**config.mk**
```make
export PLATFORM = sky130hd
export DESIGN_NAME = spi_slave
export DESIGN_NICKNAME = d
export VERILOG_FILES = /design/src/rtl/spi_slave_pkg.sv /design/src/rtl/spi_slave_sync.sv /design/src/rtl/spi_slave.sv
export SDC_FILE = /design/constraint.sdc
export NUM_CORES = 1
export LEC_CHECK = 0
export ABC_AREA = 1
export BUFFER_PORTS_ARGS = -buffer_cell sky130_fd_sc_hd__buf_2
export CAP_MARGIN = 20
export CORE_MARGIN = 5
export CORE_UTILIZATION = 30
export CTS_CLUSTER_SIZE = 14
export DETAILED_ROUTE_END_ITERATION = 10
export HOLD_SLACK_MARGIN = 0.03
export PLACE_DENSITY = 0.43
export SKIP_CTS_REPAIR_TIMING = 1
export SLEW_MARGIN = 25
export SYNTH_ARGS = -nofsm -noshare
export SYNTH_HDL_FRONTEND = slang
export SYNTH_SLANG_ARGS = --single-unit
```
**constraint.sdc**
```tcl
create_clock -name i_Clk -period 2.65 [get_ports i_Clk]
set_input_delay 0.1325 -clock i_Clk [delete_from_list [all_inputs] [get_ports i_Clk]]
set_output_delay 0.1325 -clock i_Clk [all_outputs]
set_load 0.1 [all_outputs]
```
**src/rtl/spi_slave_pkg.sv**
```systemverilog
// Shared constants for the SPI slave: mode encoding, idle MISO level and byte framing.
package spi_slave_pkg;

    typedef enum logic [1:0] {
        MODE0 = 2'd0,
        MODE1 = 2'd1,
        MODE2 = 2'd2,
        MODE3 = 2'd3
    } spi_mode_e;

    localparam logic        IDLE_MISO = 1'b1;
    localparam int unsigned BYTE_W    = 8;
    localparam int unsigned CNT_W     = $clog2(BYTE_W);

    function automatic logic mode_cpol(spi_mode_e m);
        return (m == MODE2) || (m == MODE3);
    endfunction

    function automatic logic mode_cpha(spi_mode_e m);
        return (m == MODE1) || (m == MODE3);
    endfunction

endpackage

```
**src/rtl/spi_slave_sync.sv**
```systemverilog
// Two-flop synchroniser for an asynchronous input, followed by a rising/falling edge detector.
module spi_sync_edge #(
    parameter logic RST_VAL = 1'b0
) (
    input  logic fpga_clk,
    input  logic rst,
    input  logic async_in,
    output logic rise,
    output logic fall
);

    logic meta;
    logic sync;
    logic prev;

    // Resynchronise the input and keep one extra stage for edge comparison
    always_ff @(posedge fpga_clk) begin
        if (rst) begin
            meta <= RST_VAL;
            sync <= RST_VAL;
            prev <= RST_VAL;
        end else begin
            meta <= async_in;
            sync <= meta;
            prev <= sync;
        end
    end

    assign rise = sync & ~prev;
    assign fall = ~sync & prev;

endmodule

```
**src/rtl/spi_slave.sv**
```systemverilog
// Byte-oriented SPI slave running entirely in the system clock domain.
module spi_slave
    import spi_slave_pkg::*;
#(
    parameter int SPI_MODE = 0
) (
    input  logic              i_Clk,
    input  logic              i_Rst,
    output logic              o_RX_DV,
    output logic [BYTE_W-1:0] o_RX_Byte,
    input  logic              i_TX_DV,
    input  logic [BYTE_W-1:0] i_TX_Byte,
    input  logic              i_SPI_Clk,
    output logic              o_SPI_MISO,
    input  logic              i_SPI_MOSI,
    input  logic              i_SPI_CS_n
);

    localparam spi_mode_e        MODE     = spi_mode_e'(SPI_MODE[1:0]);
    localparam logic             CPOL     = mode_cpol(MODE);
    localparam logic             CPHA     = mode_cpha(MODE);
    localparam logic [CNT_W-1:0] LAST_BIT = CNT_W'(BYTE_W - 1);

    logic              sck_rise;
    logic              sck_fall;
    logic              cs_rise;
    logic              cs_fall;
    logic              sample_edge;
    logic              shift_edge;
    logic              mosi_meta;
    logic              mosi_sync;
    logic              cs_active;
    logic [CNT_W-1:0]  bit_cnt;
    logic [BYTE_W-1:0] rx_shift;
    logic              rx_done;
    logic [BYTE_W-1:0] tx_hold;
    logic [BYTE_W-1:0] tx_shift;

    spi_sync_edge #(.RST_VAL(CPOL)) u_sck_sync (
        .fpga_clk (i_Clk),
        .rst      (i_Rst),
        .async_in (i_SPI_Clk),
        .rise     (sck_rise),
        .fall     (sck_fall)
    );

    spi_sync_edge #(.RST_VAL(1'b1)) u_cs_sync (
        .fpga_clk (i_Clk),
        .rst      (i_Rst),
        .async_in (i_SPI_CS_n),
        .rise     (cs_rise),
        .fall     (cs_fall)
    );

    // Sample edge is the leading edge for CPHA=0 and the trailing edge for CPHA=1
    assign sample_edge = (CPOL ^ CPHA) ? sck_fall : sck_rise;
    assign shift_edge  = (CPOL ^ CPHA) ? sck_rise : sck_fall;

    // MOSI goes through the same two-flop delay as SCK so data and edge stay aligned
    always_ff @(posedge i_Clk) begin
        if (i_Rst) begin
            mosi_meta <= 1'b0;
            mosi_sync <= 1'b0;
        end else begin
            mosi_meta <= i_SPI_MOSI;
            mosi_sync <= mosi_meta;
        end
    end

    // Frame tracking, bit counter, RX/TX shift registers and the TX holding register
    always_ff @(posedge i_Clk) begin
        if (i_Rst) begin
            cs_active <= 1'b0;
            bit_cnt   <= '0;
            rx_shift  <= '0;
            rx_done   <= 1'b0;
            tx_hold   <= '0;
            tx_shift  <= '0;
        end else begin
            rx_done <= 1'b0;
            if (i_TX_DV) begin
                tx_hold <= i_TX_Byte;
            end
            if (cs_fall) begin
                cs_active <= 1'b1;
                bit_cnt   <= '0;
            end
            if (cs_rise) begin
                cs_active <= 1'b0;
                bit_cnt   <= '0;
                tx_shift  <= '0;
            end else if (cs_active) begin
                if (sample_edge) begin
                    rx_shift <= {rx_shift[BYTE_W-2:0], mosi_sync};
                    bit_cnt  <= bit_cnt + 1'b1;
                    // Latch point: a TX_DV in the same cycle wins the holding register
                    if (bit_cnt == '0) begin
                        tx_shift <= tx_hold;
                        if (!i_TX_DV) begin
                            tx_hold <= '0;
                        end
                    end
                    if (bit_cnt == LAST_BIT) begin
                        rx_done <= 1'b1;
                    end
                end else if (shift_edge && (bit_cnt != '0)) begin
                    tx_shift <= {tx_shift[BYTE_W-2:0], 1'b0};
                end
            end
        end
    end

    // Publish a completed byte with a one-cycle strobe
    always_ff @(posedge i_Clk) begin
        if (i_Rst) begin
            o_RX_DV   <= 1'b0;
            o_RX_Byte <= '0;
        end else begin
            o_RX_DV <= rx_done;
            if (rx_done) begin
                o_RX_Byte <= rx_shift;
            end
        end
    end

    // Between bytes the holding MSB is driven directly, so it is valid before any shift edge
    always_comb begin
        o_SPI_MISO = IDLE_MISO;
        if (cs_active) begin
            o_SPI_MISO = (bit_cnt == '0) ? tx_hold[BYTE_W-1] : tx_shift[BYTE_W-1];
        end
    end

endmodule

```
After elaboration in Yosys (flattened, before gate mapping)
Index checks and enable logic that the tools add are counted.

cells by class
  $add $sub $neg = 1
  reduce and logical (&&, ||, !) cells = 8
  muxes and demuxes = 15
  eq/ne operators = 2
  bitwise gates (word level) = 11

operators with widths
  cell                 count
  $mux 8               9
  $mux 3               3
  $not 1->1            7
  $reduce_and 3->1     2
  $and 1x1->1          4
  $reduce_or 4->1      1
  $add 3x1->3 const B  1
  $eq 3x3->1 const B   1
  $logic_not 3->1      1
  $mux 1               3
  $reduce_bool 3->1    1
  $ne 2x1->1 const B   1
  $reduce_bool 2->1    1
  $reduce_or 2->1      1
  $logic_and 1x1->1    1

word-level totals
  input port bits = 14
  flip-flop bits (word level) = 46
  logic and storage cells = 53
  output and inout port bits = 10

Logic depth before layout (Yosys ltp)
  depth in word-level cells = 6
  gate-level depth with buffers = 10
  depth with buffers taken out = 9

By module
From an unflattened synthesis, not the netlist that was laid out.

second synthesis, totals
  cell total of the unflattened synthesis = 240
  area total of the unflattened synthesis = 1864.3 µm²

by module, submodules not included
  module                       area each (µm²)  instances  sequential area each (µm²)  cells an instance
  spi_slave                    1672.9           1          800.8                       215
  spi_sync_edge at u_cs_sync   97.6             1          60.1                        13
  spi_sync_edge at u_sck_sync  93.8             1          60.1                        12

Worst setup path after synthesis
Ideal clock, no wire load.

  kind = register to output
  start = reg bit_cnt[0]
  end = out o_SPI_MISO
  path buffers = 0
  arrival time = 2.081 ns
  cell stages (with the launch flop) = 5
  required time = 2.518 ns
  slack = 0.436 ns
  cells stage by stage = dfxtp_1 > inv_1 > ha_1 > nand2_1 > o211ai_1

on the way
  cells in the longest elaborated chain, start to end = 3

RTL lines
  what                    RTL line          RTL
  start, declared         spi_slave.sv:33   logic [CNT_W-1:0] bit_cnt;
  start signal, assigned  spi_slave.sv:95   bit_cnt <= bit_cnt + 1'b1;
  $logic_not 3->1         spi_slave.sv:130  o_SPI_MISO = (bit_cnt == '0) ? tx_hold[BYTE_W-1] : tx_shift[BYTE_W-1];
  $mux 1                  spi_slave.sv:130
  $mux 1                  spi_slave.sv:129  if (cs_active) begin
  end, declared           spi_slave.sv:14   output logic o_SPI_MISO,

Every way passes these cells.

Worst setup path in the final report
Same ends and word-level chain as after synthesis.

==> impl_metrics.py <==
metrics = {
    "outcome": {
        "status": "finished clean",
    },
    "clock_network": {
        "clk_pin_slew_ns": 0.08,
        "cts.sink_count": 46,
        "clk-insertion-delay-late_ns": 0.29,
        "h-tree-depth": 2,
        "cts_root_buffer": "clkbuf_8",
        "cts_made_buffers": 5,
        "clk_path_buf_depth": 2,
        "tritoncts": "done",
    },
    "power_and_ir_drop": {
        "peakVddDrop_mv": 0.2513,
        "power_leakage_nw": 1.068,
        "powerDensity_mw_per_mm2": 595.8,
        "power_mw": 1.288,
    },
    "worst_setup_path": {
        "cp.required_ns": 2.52,
        "worstPathArrival_ns": 1.61,
        "critPathMaxFanout": 3,
        "critPathKind": "reg2out",
        "cp-start-kind": "flop",
        "endpoint_kind": "output pin",
    },
    "synthesis": {
        "syn_inst": 245,
        "ys_seq_area_share_pct": 49.40,
        "synth.mux.area_fraction_pct": 0,
        "synthAdderAreaFrac_pct": 2.013,
        "async_flop_share_pct": 0,
        "netlist_area_mm2": 0.001864,
        "synth_top_family_by_area": "simple AND/OR/NAND/NOR gates",
        "ys.flop_type": "dfxtp_1",
        "yosys_warnings": 0,
        "synth-xor-area-share_pct": 0,
        "synth_compound_area_share_pct": 10.60,
        "netlist-cell-type-count": 23,
        "ys_ff_latch": 46,
        "synth-edff-count": 0,
        "syn_nets": 262,
        "synth_simple_gate_area_share_pct": 29.80,
        "avgSynthCellArea_um2": 7.609,
    },
    "finish": {
        "final_cell_mix": "53 x nor2_1, 46 x nand2_1, 46 x dfxtp_1, 24 x o21ai_0, 23 x buf_2",
        "final_util_pct": 36.09,
        "final_nets": 288,
        "area_delta_synth_final_pct": 15.97,
        "drive_above_1_share_pct": 18.75,
        "layout_commonest_cell": "nor2_1",
        "finalInstanceArea_mm2": 0.002162,
        "n_antenna_cell": 0,
    },
    "job": {
        "drv_cap": 0,
    },
    "global_route": {
        "grt_pass1_vias": 1394,
        "grt_pass1_wl_mm": 6.458,
        "antenna_found_initial": 0,
        "grt_max_degree": 27,
        "globalRouteTotalUtil_pct": 10.57,
        "grt-ovfl-total": 0,
    },
    "sta": {
        "setup_viol": 0,
        "fin_crit_ns": 1.740,
        "fmax_mhz": 574.6,
        "rsz0062_at_grt": "false",
        "slew_violations": 0,
        "skew_ns": 0.004274,
        "worst_slew_pin_slew_ns": 0.4893,
        "fin_setup_tns_ns": 0,
        "fin_crit_sh_pct": 65.67,
        "finalHoldViolations": 0,
        "slew_headroom_pct": 67.60,
    },
    "floorplan": {
        "num_rows": 28,
        "start_util_pct": 31.12,
        "coreArea_mm2": 0.005991,
        "die_y_um": 88.83,
        "dieArea_mm2": 0.007891,
        "num_io_pins": 24,
        "die_w_um": 88.83,
    },
    "routing": {
        "avgViaCountPerCell": 4.167,
        "top_layer": "met4",
        "dr.first_iter.drc_count": 57,
        "remaining_drc_errors": 0,
        "detail-route-antenna-nets": 0,
        "routed_wl_mm": 3.770,
        "met1Wirelength_mm": 2.019,
        "met2_length_mm": 1.514,
        "vias": 1446,
        "wl_per_cell_um": 10.86,
        "met3WireLength_um": 191,
        "drt_first_pass_iters": 4,
    },
    "worst_hold_path": {
        "min_path_type": "in2reg",
    },
    "placed_design": {
        "dp_hpwl_mm": 2.597,
        "port_buffers": 23,
        "post_dp_cell_area_mm2": 0.002032,
        "gp_congestion": 0.7448,
    },
}
[flip-flops by register name (all words and copies together), names as in the netlist]
| name | count |
|---|---|
| o_RX_Byte | 8 |
| u_cs_sync.meta | 1 |
| tx_hold | 8 |
| u_sck_sync.prev | 1 |
| u_sck_sync.sync | 1 |
| rx_shift | 8 |
| u_sck_sync.meta | 1 |
| tx_shift | 8 |
| rx_done | 1 |
| cs_active | 1 |
| mosi_sync | 1 |
| u_cs_sync.sync | 1 |
| o_RX_DV | 1 |
| mosi_meta | 1 |
| u_cs_sync.prev | 1 |
| bit_cnt | 3 |
[area by class of cell]
cell class | instances | area (um2)
timing repair buffer | 25 | 135.1
tap | 75 | 93.84
inverter | 29 | 111.4
sequential | 46 | 920.9
clock buffer | 8 | 110.1
fill | 650 | 3829
multi-input combinational | 164 | 790.8
[per-layer routing]
layer  global-route usage, %  vias up
met5                       0        -
met3                   2.886        4
li1                        -      810
met1                   14.53      609
met4                   4.121        0
met2                   15.65       23
[report_power, final]
group	total (mW)	internal (mW)	switching, mW
combinational	0.0720	0.0261	0.0459
clock	0.496	0.264	0.233
sequential	0.720	0.708	0.0116
total	1.29	0.998	0.290
[synthesized netlist by cell type (2+ instances only)]
library cell | instances | area, um2
a21oi_1 | 12 | 60.06
buf_2 | 3 | 15.01
buf_6 | 2 | 22.52
dfxtp_1 | 46 | 920.9
ha_1 | 3 | 37.54
inv_1 | 21 | 78.83
inv_2 | 6 | 22.52
nand2_1 | 46 | 172.7
nand2_4 | 3 | 33.78
nand3_1 | 9 | 45.04
nand3_4 | 2 | 35.03
nor2_1 | 53 | 198.9
nor2_2 | 4 | 25.02
o21ai_0 | 24 | 120.1
o21ai_1 | 2 | 10.01
or2_2 | 2 | 12.51
[kinds of logic after synthesis]
kind of cell | count (synthesis)
fa+ha+maj | 3
buf+inv | 35
compound gates | 39
flops | 46
simple gates | 122
[final timing paths]
kind	depth (start not counted)	start	slack (ns)	to
hold reg to reg	2	u_sck_sync.meta	0.41	u_sck_sync.sync
setup / recovery	6	bit_cnt[0]	0.91	o_SPI_MISO
setup reg to reg	5	u_sck_sync.sync	1.29	rx_shift[5]
hold / removal	3	i_SPI_Clk	0.04	u_sck_sync.meta
[metrics by stage]
stage	instances	hold WS, ns	setup WS, ns
detailed placement	337	0.3184	1.212
finish	347	0.04430	0.9097
global route	347	0.04134	0.7972
CTS	345	0.007357	0.8743
floorplan	245	0.2363	0.4364
global placement	337	0.3174	1.239
[worst max-delay path, cell delays in order, from the launching register on]
cell	delay [ns]
dfxtp_1	0.35
inv_1	0.06
ha_1	0.20
nand2_1	0.12
nand2_1	0.06
o211ai_1	0.07
buf_2	0.45
Note: power is estimated with default switching activity, not from simulation.
